--- config.mk ---
export PLATFORM = sky130hd
export DESIGN_NAME = serial_inequality_comparator
export DESIGN_NICKNAME = d
export VERILOG_FILES = /design/src/rtl/comparator_pkg.sv /design/src/rtl/chunk_compare.sv /design/src/rtl/serial_inequality_comparator.sv
export SDC_FILE = /design/constraint.sdc
export NUM_CORES = 1
export LEC_CHECK = 0
export ABC_AREA = 1
export CAP_MARGIN = 0
export CORE_UTILIZATION = 57
export CTS_BUF_LIST = sky130_fd_sc_hd__clkbuf_4 sky130_fd_sc_hd__clkbuf_8
export DETAILED_ROUTE_END_ITERATION = 8
export PLACE_DENSITY = 0.9
export SLEW_MARGIN = 20
export SYNTH_ARGS = -nofsm -noshare
export SYNTH_HDL_FRONTEND = slang
export SYNTH_HIERARCHICAL = 1
export SYNTH_SLANG_ARGS = --single-unit
--- constraint.sdc ---
create_clock -name clk -period 3.3 [get_ports clk]
set_clock_uncertainty 0.05 [all_clocks]
set_input_delay 0.99 -clock clk [delete_from_list [all_inputs] [get_ports clk]]
set_output_delay 0.99 -clock clk [all_outputs]
set_load 0.03 [all_outputs]
--- src/rtl/comparator_pkg.sv ---
// Shared FSM encodings, result-flag indices and sizing helper for the serial comparator.
package comparator_pkg;

    typedef enum logic [1:0] {
        IDLE = 2'd0,
        SCAN = 2'd1,
        DONE = 2'd2
    } state_t;

    localparam int unsigned FLAG_EQ   = 0;
    localparam int unsigned FLAG_NEQ  = 1;
    localparam int unsigned FLAG_LT   = 2;
    localparam int unsigned FLAG_GT   = 3;
    localparam int unsigned NUM_FLAGS = 4;

    // Counter width for n chunks; never narrower than one bit.
    function automatic int unsigned idx_width(input int unsigned n);
        return (n > 1) ? $clog2(n) : 1;
    endfunction

endpackage

--- src/rtl/chunk_compare.sv ---
// Combinational compare of one DIGIT-bit chunk: any difference, and whether a wins
// at the most significant differing bit.
module chunk_compare #(
    parameter int unsigned DIGIT = 1
) (
    input  logic [DIGIT-1:0] chunk_a,
    input  logic [DIGIT-1:0] chunk_b,
    output logic             differ,
    output logic             a_greater
);

    // Scan upward so the highest differing bit is the last one to write a_greater.
    always_comb begin
        differ    = 1'b0;
        a_greater = 1'b0;
        for (int i = 0; i < int'(DIGIT); i++) begin
            if (chunk_a[i] != chunk_b[i]) begin
                differ    = 1'b1;
                a_greater = chunk_a[i];
            end
        end
    end

endmodule

--- src/rtl/serial_inequality_comparator.sv ---
// Multi-cycle MSB-first comparator with early termination on the first differing chunk.
// Optional diff_mask output is enabled by defining INEQ_COMPARATOR_DIFF_MASK_EN.
module serial_inequality_comparator
    import comparator_pkg::*;
#(
    parameter int unsigned WIDTH  = 8,
    parameter int unsigned DIGIT  = 1,
    parameter int unsigned SIGNED = 0
) (
    input  logic             clk,
    input  logic             reset,
    input  logic             start,
    input  logic [WIDTH-1:0] a,
    input  logic [WIDTH-1:0] b,
    output logic             busy,
    output logic             done,
    output logic             eq,
    output logic             neq,
    output logic             lt,
    output logic             gt
`ifdef INEQ_COMPARATOR_DIFF_MASK_EN
    ,
    output logic [WIDTH-1:0] diff_mask
`endif
);

    localparam int unsigned N     = WIDTH / DIGIT;
    localparam int unsigned IDX_W = idx_width(N);
    localparam logic [DIGIT-1:0] MSB_MASK = DIGIT'(1) << (DIGIT - 1);

    state_t                 state_q, state_d;
    logic [WIDTH-1:0]       a_q, a_d;
    logic [WIDTH-1:0]       b_q, b_d;
    logic [IDX_W-1:0]       idx_q, idx_d;
    logic [NUM_FLAGS-1:0]   flags_q, flags_d;
    logic                   done_q, done_d;
    logic                   busy_q, busy_d;
`ifdef INEQ_COMPARATOR_DIFF_MASK_EN
    logic [WIDTH-1:0]       mask_q, mask_d;
`endif

    logic [31:0]            sel_shift;
    logic [DIGIT-1:0]       chunk_a, chunk_b;
    logic                   differ, a_greater;

    // Chunk-select mux; flipping both sign bits turns two's-complement order into unsigned order.
    always_comb begin
        sel_shift = (N - 1 - 32'(idx_q)) * DIGIT;
        chunk_a   = DIGIT'(a_q >> sel_shift);
        chunk_b   = DIGIT'(b_q >> sel_shift);
        if (SIGNED != 0 && idx_q == '0) begin
            chunk_a = chunk_a ^ MSB_MASK;
            chunk_b = chunk_b ^ MSB_MASK;
        end
    end

    chunk_compare #(
        .DIGIT(DIGIT)
    ) u_chunk_compare (
        .chunk_a  (chunk_a),
        .chunk_b  (chunk_b),
        .differ   (differ),
        .a_greater(a_greater)
    );

    // Next-state and next-output logic.
    always_comb begin
        state_d = state_q;
        a_d     = a_q;
        b_d     = b_q;
        idx_d   = idx_q;
        flags_d = flags_q;
        done_d  = 1'b0;
`ifdef INEQ_COMPARATOR_DIFF_MASK_EN
        mask_d  = mask_q;
`endif
        case (state_q)
            IDLE: begin
                if (start) begin
                    a_d     = a;
                    b_d     = b;
                    idx_d   = '0;
                    state_d = SCAN;
                end
            end
            SCAN: begin
                if (differ || idx_q == IDX_W'(N - 1)) begin
                    flags_d = '0;
                    if (differ) begin
                        flags_d[FLAG_NEQ] = 1'b1;
                        flags_d[FLAG_GT]  = a_greater;
                        flags_d[FLAG_LT]  = ~a_greater;
                    end else begin
                        flags_d[FLAG_EQ]  = 1'b1;
                    end
                    done_d  = 1'b1;
                    state_d = DONE;
`ifdef INEQ_COMPARATOR_DIFF_MASK_EN
                    mask_d  = a_q ^ b_q;
`endif
                end else begin
                    idx_d = idx_q + IDX_W'(1);
                end
            end
            DONE:    state_d = IDLE;
            default: state_d = IDLE;
        endcase
        busy_d = (state_d != IDLE);
    end

    always_ff @(posedge clk) begin
        if (reset) begin
            state_q <= IDLE;
            a_q     <= '0;
            b_q     <= '0;
            idx_q   <= '0;
            flags_q <= '0;
            done_q  <= 1'b0;
            busy_q  <= 1'b0;
`ifdef INEQ_COMPARATOR_DIFF_MASK_EN
            mask_q  <= '0;
`endif
        end else begin
            state_q <= state_d;
            a_q     <= a_d;
            b_q     <= b_d;
            idx_q   <= idx_d;
            flags_q <= flags_d;
            done_q  <= done_d;
            busy_q  <= busy_d;
`ifdef INEQ_COMPARATOR_DIFF_MASK_EN
            mask_q  <= mask_d;
`endif
        end
    end

    assign busy = busy_q;
    assign done = done_q;
    assign eq   = flags_q[FLAG_EQ];
    assign neq  = flags_q[FLAG_NEQ];
    assign lt   = flags_q[FLAG_LT];
    assign gt   = flags_q[FLAG_GT];
`ifdef INEQ_COMPARATOR_DIFF_MASK_EN
    assign diff_mask = mask_q;
`endif

endmodule

[Yosys cells after proc, flatten, opt, wreduce, memory -nomap -nowiden]
Cells that the tools add are included.
Storage, ports and cells
  flip-flop bits (word level): 27
  logic and storage cells: 37
Cells by class
  add/subtract/negate cells: 2
  equal/unequal tests: 5
  shift-type cells: 2
  mux-type cells: 11
  bitwise gates (word level): 2
  reductions and logical operators: 8
Operators with widths (number)
  right shift 8 x 32 -> 1 bit: 2
  two-way mux 3 bit: 3
  case mux 3 bit (2 select lines): 1
  two-way mux 1 bit: 4
  two-way mux 2 bit: 2
  != test 2 bit, second input constant: 2
  case mux 2 bit (2 select lines): 1
  AND reduction 2 bit: 2
  nonzero test 2 bit: 2
  subtractor 3 x 3 -> 4 bit, first input constant: 1
  adder 3 x 1 -> 3 bit, second input constant: 1
  equality test 3 bit, second input constant: 1
  AND reduction 3 bit: 1
  equality test 2 x 1 -> 1 bit, second input constant: 1
  zero test 2 bit: 1
  NOT 1 bit: 2
  OR reduction 2 bit: 1
  logical OR 1 bit: 1
  != test 1 bit: 1

[Logic depth before layout (Yosys ltp)]
Gate-level depths: netlist of run 1.
  depth in word-level cells: 8
  mapped depth: 17

[Cells and area by module]
The synthesis of run 1 kept the hierarchy.
By module, submodules not included
  serial_inequality_comparator: times used 1, cells an instance 173, area an instance 1253.7 sq um
  chunk_compare: times used 1, cells an instance 3, area an instance 20.0 sq um

[Worst setup path after synthesis of run 1]
OpenSTA, ideal clock, no wires.
  kind: flip-flop to flip-flop
  start point: register idx_q[0]
  end point: register idx_q[2]
  setup time: 0.111 ns
  arrival time: 1.615 ns
  required time: 3.139 ns
  slack: 1.524 ns
  stages on the path, launching flop included: 18
  path buffers: 2
  clock period less this slack: 1.776 ns
  path through: dfxtp_1 buf_4 buf_6 nor2_1 nor2_1 nand2_1 nand2_1 nand2_1 nand2_1 inv_1 ha_1 inv_1 nor2_1 nand2_1 nand2_4 inv_1 nor2_1 nor2_1
Between the ends
  longest elaborated chain between the ends: 7
Ends and longest elaborated chain
  start: declaration: line serial_inequality_comparator.sv:34  | logic [IDX_W-1:0] idx_q, idx_d;
  start signal: assignment: line serial_inequality_comparator.sv:127  | idx_q <= idx_d;
  subtractor 3 x 3 -> 4 bit: line serial_inequality_comparator.sv:48  | sel_shift = (N - 1 - 32'(idx_q)) * DIGIT;
  right shift 8 x 32 -> 1 bit: line serial_inequality_comparator.sv:50  | chunk_b = DIGIT'(b_q >> sel_shift);
  named net chunk_b: line serial_inequality_comparator.sv:43  | logic [DIGIT-1:0] chunk_a, chunk_b;
  != test 1 bit: line chunk_compare.sv:17  | if (chunk_a[i] != chunk_b[i]) begin
  two-way mux 1 bit: line chunk_compare.sv:17
  named net differ: line serial_inequality_comparator.sv:44  | logic differ, a_greater;
  logical OR 1 bit: line serial_inequality_comparator.sv:87  | if (differ || idx_q == IDX_W'(N - 1)) begin
  != test 2 bit (no source line)
  AND reduction 3 bit (no source line)
The timed path passes the listed nets, and every way through them passes these cells. The select of a mux whose other input is x is not followed.
A chain may end at the register's enable or synchronous reset.

[Final worst setup path of run 1]
  start point: register flags_q[2]
  end point: output port lt
RTL lines
  start: declaration: line serial_inequality_comparator.sv:35  | logic [NUM_FLAGS-1:0] flags_q, flags_d;
  start signal: assignment: line serial_inequality_comparator.sv:128  | flags_q <= flags_d;
  end: declaration: line serial_inequality_comparator.sv:19  | output logic lt,
No word-level cell between the ends.

==> results of run 1 <==
-- where the power goes --
| part | leakage [nW] | internal (mW) | switching [mW] |
|---|---|---|---|
| sequential | 0.223 | 0.427 | 0.0874 |
| clock | 0.0184 | 0.0555 | 0.0918 |
| combinational | 0.414 | 0.253 | 0.436 |
| total | 0.656 | 0.735 | 0.616 |
-- state kept, by name (all words and copies together), names as in the netlist --
| name | flops |
|---|---|
| flags_q | 4 |
| done | 1 |
| state_q | 2 |
| busy | 1 |
| idx_q | 3 |
| a_q | 8 |
| b_q | 8 |
-- worst register-to-register path, stage by stage (launching register included) --
cell     delay [ps]
dfxtp_1         690
inv_1           180
nand2_1          90
nand3_1          60
nand2_1          70
nand2_1          50
nand2_1          70
inv_1            40
ha_1            260
inv_1            80
inv_1            60
nand2_1          70
nand2_1         170
a21oi_1         180
nor2_1           50
-- cell usage after synthesis (all sizes together) --
master / number
o21ai: 16
ha: 3
a21oi: 16
inv: 23
nor2: 37
dfxtp: 27
buf: 6
nand3: 4
clkbuf: 1
nor3: 1
nand2: 42
-- routing by layer --
layer / track usage, % / vias to the layer above / share of wire [%]
met5: 0 / - / 0
met4: 7.35 / 0 / 1.5
met3: 6.54 / 6 / 4.7
met2: 45.2 / 25 / 51
met1: 26.4 / 506 / 43
li1: - / 582 / -
-- logic make-up (layout without fill, tap and decap cells) --
logic type / Yosys count / after routing / share of synthesized area (%)
fa+ha+maj: 3 / 3 / 2.95
flops: 27 / 27 / 42.4
compound gates: 32 / 32 / 14.9
buf+inv: 30 / 51 / 12.1
simple gates: 84 / 84 / 27.6
-- metrics by stage --
stage          instances  util, %
6_report             224     74.8
5_1_grt              224     74.8
4_1_cts              224     74.8
3_5_place_dp         220     73.3
3_3_place_gp         220     73.3
2_1_floorplan        176        -
-- worst min path at each step --
stage | slack (ps) | startpoint | end
after floorplan | 380 | a_q[0] | a_q[0]
after global placement | 390 | a_q[0] | a_q[0]
after detailed placement | 400 | b_q[0] | b_q[0]
after CTS | 420 | b_q[0] | b_q[0]
after global routing | 450 | b_q[4] | b_q[4]
final | 420 | a_q[2] | a_q[2]
-- final cells by class --
cell class | count | area (um2)
clock buffers | 4 | 30.0
multi-input cells | 119 | 579
fillers | 160 | 509
inverters | 23 | 88.8
well taps | 27 | 33.8
repair buffers | 24 | 240
flip-flops and latches | 27 | 541
==> reports/metrics.cfg, run 1 <==
[pwr]
power.density_nw_per_um2=893
ir_drop_mv=0.618
p_leak_nw=0.656
power.total_mw=1.35

[setup_path]
reg2reg_from=idx_q[0]
r2r_setup_slack_ps=1040
cp_top_family=buffers and inverters
worst_ep_required_time_ps=2260
slowest_stage=clkdlybuf4s50_1
path_depth=1
worstSetupPathType=flop to primary output
arrival_ps=1390
crit_path_end_kind=primary output
crit_fanout=2
crit_path_start_kind=flop
crit_start=flags_q[2]
worstReg2RegEnd=flags_q[1]
reg2reg_depth=14
path_cells=clkdlybuf4s50_1
max_stage_delay_ps=680
crit_buf_inv=1
endpoint=lt

[timing]
tns_ps=0
fin_hold_ws_ps=423
slew_viol_final=0
setup_viol=0
period_share_pct=73.5
period_minus_slack_ps=2430
hold_violations=0
rsz0062_at_grt=no
max_slew_margin_pct=63.7
worst_slack_ps=875
fmax_mhz=412
worst_slew_pin_slew_ps=544

[clock_tree]
cts_hold_buf=0
cts_tree=built
cts.clk_slew.worst_paths_ps=140
numCtsBuffers=3
cts-resized-gates=0
clock_latency_ps=320
cts_setup_buffers=0
clockBufferDepth=2
cts_sinks=27
root_buffer=clkbuf_4
cts.htree.levels=1

[status]
outcome=finished, final reports clean

[detailed_routing]
finalWirelength_mm=2.61
wl_per_cell_um=11.7
drc=0
dr_total_vias=1119
ant_nets=0
dr.pass1.iters=4
drt-vias-per-instance=5.00
drtIter0Drc=10

[logic_synthesis]
yosys_register_bits=27
ys_types=23
synth_area_leaders=dfxtp_1 42%, nand2_1 12%, nor2_1 10%
synth_cells=176
avgSynthCellArea_um2=7.24
syn-cell-area_um2=1270
ys_seq_area_share_pct=42.4
yosys_warnings=6
synth_area_leader_cell=dfxtp_1
yosys.area.top_type_share_pct=42.4
synth_fp_nets=198

[global_routing]
overflow=0
grt_first_pass_wirelength_mm=4.46
grt_start_max_net_pins=29
grt_pass1_vias=1039
grt_util_all_layers_pct=24.3
antenna_found_initial=0

[min_path]
hp-class=flop to flop
whs_path_depth=2

[cells_and_area]
postLayoutCellArea_um2=1510
final_common_cell=nand2_1
layout.nets=220
area_growth_pct=18.8
diodes=0
mostFrequentLayoutCells=41 x nand2_1, 35 x nor2_1, 27 x dfxtp_1
drive_above_1_share_pct=9.64

[place]
portBuffers=24
dp_hpwl_mm=1.93
postPlaceCellArea_um2=1480
placement.setup.worst_slack_ps=870
place_congestion=0.803

[floorplanning]
pin_count=25
start_util_pct=63.0
die_h_um=49.3
rows=16
dieArea_um2=2430
die_x_um=49.3
core_area_um2=2020

[run]
drv_cap=0

(Power assumes the default switching activity.)
==> run 2: changes to the inputs <==
--- a/config.mk
+++ b/config.mk
@@ -7,10 +7,10 @@
 export LEC_CHECK = 0
 export ABC_AREA = 1
 export CAP_MARGIN = 0
-export CORE_UTILIZATION = 57
+export CORE_UTILIZATION = 47
 export CTS_BUF_LIST = sky130_fd_sc_hd__clkbuf_4 sky130_fd_sc_hd__clkbuf_8
 export DETAILED_ROUTE_END_ITERATION = 8
-export PLACE_DENSITY = 0.9
+export PLACE_DENSITY = 0.8
 export SLEW_MARGIN = 20
 export SYNTH_ARGS = -nofsm -noshare
 export SYNTH_HDL_FRONTEND = slang
==> constraint.sdc (replaced) <==
create_clock -name clk -period 2 [get_ports clk]
set_clock_uncertainty 0.05 [all_clocks]
set_input_delay 0.6 -clock clk [delete_from_list [all_inputs] [get_ports clk]]
set_output_delay 0.6 -clock clk [all_outputs]
set_load 0.03 [all_outputs]
==> run 2 against run 1 <==
- sequential power increased by 59%
- power up 78%
- combinational power increased by 96%
- register-to-register slack got worse by 910 ps
- via count up 2.3%
- sequential share of layout area down 1.9 points
- first-iteration DRC count decreased by 20%
- critical endpoint is now idx_q[2]
- cell area is 6.5% higher
==> reports/metrics.cfg, run 2 (synthesized netlist as in run 1, its figures left out) <==
[clock_tree]
cts.htree.levels=1
root_buffer=clkbuf_4
cts_tree=built
clock_latency_ps=340
numCtsBuffers=3
clockBufferDepth=2
cts.clk_slew.worst_paths_ps=150
cts_hold_buf=0
cts_sinks=27

[global_routing]
overflow=0
grt_util_all_layers_pct=18.6
grt_start_max_net_pins=27
grt_pass1_vias=951
grt_first_pass_wirelength_mm=3.88
antenna_found_initial=0

[timing]
hold_violations=0
worst_slew_pin_slew_ps=372
tns_ps=0
setup_viol=0
period_minus_slack_ps=1870
slew_viol_final=0
worst_slack_ps=132
fmax_mhz=535
fin_hold_ws_ps=417
period_share_pct=93.4
rsz0062_at_grt=yes
max_slew_margin_pct=75.1

[floorplanning]
die_x_um=54.1
die_h_um=54.1
start_util_pct=50.5
pin_count=25
core_area_um2=2520
rows=18
dieArea_um2=2920

[setup_path]
max_stage_delay_ps=390
slowest_stage=dfxtp_4
crit_path_end_kind=flop
worstSetupPathType=flop to flop
path_cells=buf_4 > buf_4 > nand2_1 > nand2_1 > nand2_1 > nand2_1 > nand2_1 > inv_1 > ha_4 > inv_2 > nor2_2 > nand2_2 > nand2_4 > inv_2 > nor2_1 > nor2_1
worst_ep_required_time_ps=2210
crit_path_start_kind=flop
crit_fanout=6
arrival_ps=2080
cp_common_cell=nand2_1

[place]
placement.setup.worst_slack_ps=16.1
place_congestion=0.891
portBuffers=24
postPlaceCellArea_um2=1540
dp_hpwl_mm=1.81

[detailed_routing]
drt-vias-per-instance=4.87
finalWirelength_mm=2.54
drtIter0Drc=8
drc=0
wl_per_cell_um=10.8
dr_total_vias=1145
ant_nets=0
dr.pass1.iters=4

[pwr]
power.density_nw_per_um2=1500
ir_drop_mv=0.975
p_leak_nw=0.752

[cells_and_area]
area_growth_pct=26.5
reg_top3=a_q (8), b_q (8), flags_q (4)
drive_above_1_share_pct=17.1
layout.nets=228
mostFrequentLayoutCells=39 x nand2_1, 34 x nor2_1, 25 x dfxtp_1
diodes=0
postLayoutCellArea_um2=1610
final_common_cell=nand2_1

[min_path]
hp-class=flop to flop

[status]
outcome=finished, final reports clean

[run]
drv_cap=0

run 2: changes by cell type in the layout (fill, tap and decap cells not counted), sizes merged:
| cell | delta |
|---|---|
| clkbuf | -1 |
| dlymetal6s2s | +2 |
| dlygate4sd2 | +4 |
| clkinv | +1 |
| buf | +8 |
| clkdlybuf4s50 | -6 |
run 2: per-layer routing:
metal  wire length (um)  vias up  GRT usage, %  part of all wire (%)
met1               1190      519          23.5                    47
met5                  0        -             0                     0
met2               1210       17          29.6                    48
met3                 94        5          2.82                   3.7
li1                   -      604             -                     -
met4                 45        0          11.1                   1.8
run 2: repair_timing:
action,4_1_cts,5_1_grt
setup buffers,0,3
setup endpoints to repair,5,12
gates resized for setup,5,12
pin swaps,0,4
run 2: area by class of cell:
class | instances | area [um2]
Clock buffer | 3 | 22.5
Clock inverter | 1 | 5.00
Fill cell | 227 | 911
Inverter | 23 | 88.8
Multi-Input combinational cell | 119 | 599
Sequential cell | 27 | 546
Tap cell | 30 | 37.5
Timing Repair Buffer | 32 | 313
run 2: worst paths after layout:
kind	start	endpoint	slack, ps	cells after the start
worst max register to register	idx_q[0]	idx_q[2]	130	16
worst min-delay path	b_q[4]	b_q[4]	420	2
worst min register to register	b_q[4]	b_q[4]	420	2
worst max-delay path	idx_q[0]	idx_q[2]	130	16
run 2: metrics by stage:
step	util, %	total power [mW]	cells
6_report	63.9	2.41	235
5_1_grt	63.9	2.64	235
4_1_cts	61.9	2.26	232
3_5_place_dp	60.9	2.03	228
3_3_place_gp	60.9	1.99	228
2_1_floorplan	-	1.74	176
run 2: where the power goes:
group	switching (mW)	internal (mW)	total, mW
Clock	0.169	0.0754	0.245
Combinational	0.813	0.537	1.35
Sequential	0.104	0.713	0.816
run 2: worst max-delay path, delay by kind of cell (launching register included):
family,cells,cell delay (ps)
DFF,1,390
adders and majority gates,1,260
and+or+nand+nor,10,690
buffers and inverters,5,400
==> run 3: changes to the inputs <==
--- a/config.mk
+++ b/config.mk
@@ -9,6 +9,7 @@
 export CAP_MARGIN = 0
 export CORE_UTILIZATION = 47
 export CTS_BUF_LIST = sky130_fd_sc_hd__clkbuf_4 sky130_fd_sc_hd__clkbuf_8
+export CTS_CLUSTER_DIAMETER = 80
 export DETAILED_ROUTE_END_ITERATION = 8
 export PLACE_DENSITY = 0.8
 export SLEW_MARGIN = 20
@@ -16,3 +17,4 @@
 export SYNTH_HDL_FRONTEND = slang
 export SYNTH_HIERARCHICAL = 1
 export SYNTH_SLANG_ARGS = --single-unit
+export TNS_END_PERCENT = 20
==> run 3 against run 2 <==
- clock power barely moved
- highest routed layer unchanged
- cell area fell by 2.3%
- critical path type unchanged
- die area did not move
==> reports/metrics.cfg, run 3 (synthesized netlist as in run 1, its figures left out) <==
[place]
place_congestion=0.891
portBuffers=24
dp_hpwl_mm=1.81
dp.cells=228

[setup_path]
cp_common_cell=nor2_1
worstReg2RegEnd=idx_q[2]
slowest_stage=dfxtp_4
reg2reg_from=idx_q[0]
arrival_ps=2050
path_depth=15
crit_fanout=11
crit_path_start_kind=flop
worstSetupPathType=flop to flop
reg2reg_depth=15
cp_top_family=simple AND/OR/NAND/NOR gates
r2r_setup_slack_ps=150
crit_buf_inv=3
path_cells=buf_4 > nor2_1 > nor2_1 > nand2_1 > nand2_1 > nand2_1 > nand2_1 > ha_1 > inv_1 > nor2_1 > nand2_2 > nand2_4 > inv_1 > nor2_1 > nor2_1
worst_ep_required_time_ps=2200
crit_path_end_kind=flop
max_stage_delay_ps=410

[pwr]
ir_drop_mv=0.951
power.total_mw=2.27
power.density_nw_per_um2=1440
p_leak_nw=0.738

[cells_and_area]
layout.nets=225
reg_top3=a_q (8), b_q (8), flags_q (4)
diodes=0
drive_above_1_share_pct=13.9
fin_cells=232
area_growth_pct=23.6
final_common_cell=nand2_1
mostFrequentLayoutCells=39 x nand2_1, 35 x nor2_1, 25 x dfxtp_1

[clock_tree]
cts.htree.levels=1
clockBufferDepth=2
root_buffer=clkbuf_4
numCtsBuffers=3
cts_sinks=27
cts_setup_buffers=0
cts_tree=built
clock_latency_ps=330
cts.clk_slew.worst_paths_ps=150

[timing]
fmax_mhz=541
period_minus_slack_ps=1850
period_share_pct=92.5
max_slew_margin_pct=75.1
worst_slew_pin_slew_ps=373
slew_viol_final=0
rsz0062_at_grt=yes
hold_violations=0
setup_viol=0

[status]
outcome=finished, final reports clean

[min_path]
hold_path_end=b_q[4]
min-delay-start=b_q[4]
whs_path_depth=2
hp-class=flop to flop

[global_routing]
grt_first_pass_wirelength_mm=3.88
grt_start_max_net_pins=27
overflow=0
grt_util_all_layers_pct=18.6
antenna_found_initial=0
grt_pass1_vias=951

[detailed_routing]
drc=0
wl_per_cell_um=10.3
drtIter0Drc=11
dr_total_vias=1116
ant_nets=0
dr.pass1.iters=4
finalWirelength_mm=2.40
drt-vias-per-instance=4.81

[floorplanning]
die_x_um=54.1
dieArea_um2=2920
core_area_um2=2520
pin_count=25
rows=18
start_util_pct=50.5
die_h_um=54.1

[run]
drv_cap=0

-- run 3: worst max-delay path by stage --
stage,start,endpoint,slack [ps]
3_5_place_dp,idx_q[0],flags_q[1],20
5_1_grt,idx_q[0],idx_q[2],-30
2_1_floorplan,idx_q[0],idx_q[2],220
6_report,idx_q[0],idx_q[2],150
3_3_place_gp,idx_q[0],flags_q[1],80
4_1_cts,done,done,4
-- run 3: worst reg2reg max path, delay by kind of cell (launching register included) --
kind	cells	cell delay, ps
simple gates	11	800
flops	1	410
fa+ha+maj	1	270
buf+inv	3	260
-- run 3: routing by layer --
layer / vias to the layer above / track usage, % / share of wire [%]
met3: 4 / 2.82 / 2.8
met1: 501 / 23.5 / 48
met2: 14 / 29.6 / 47
met5: - / 0 / 0
li1: 597 / - / -
met4: 0 / 11.1 / 1.7
-- run 3: metrics by stage --
stage | setup WS [ps] | utilization, % | setup TNS [ps] | hold slack (ps) | instance area [um2]
detailed placement | 16.1 | 60.9 | 0 | 400 | 1540
global route | -25.4 | 62.4 | -45.6 | 446 | 1570
floorplan | 224 | - | 0 | 379 | 1270
finish | 150 | 62.4 | 0 | 416 | 1570
global placement | 78.0 | 60.9 | 0 | 398 | 1540
CTS | 4.36 | 61.9 | 0 | 419 | 1560
-- run 3: area by class of cell --
type                            count  area (um2)
Tap cell                           30        37.5
Fill cell                         237         948
Sequential cell                    27         546
Clock buffer                        3        22.5
Multi-Input combinational cell    119         584
Clock inverter                      1        5.00
Inverter                           23        88.8
Timing Repair Buffer               29         290
-- run 3: power breakdown --
group | total (mW) | switching (mW) | internal [mW]
Sequential | 0.827 | 0.114 | 0.713
Combinational | 1.20 | 0.739 | 0.462
Clock | 0.242 | 0.166 | 0.0753
-- run 3: what timing repair did --
| item | CTS | global route |
|---|---|---|
| hold buffers | 0 | 0 |
| endpoints found under the setup margin | 5 | 12 |
| endpoints found under the hold margin | 0 | 0 |
| gates resized for setup | 5 | 6 |
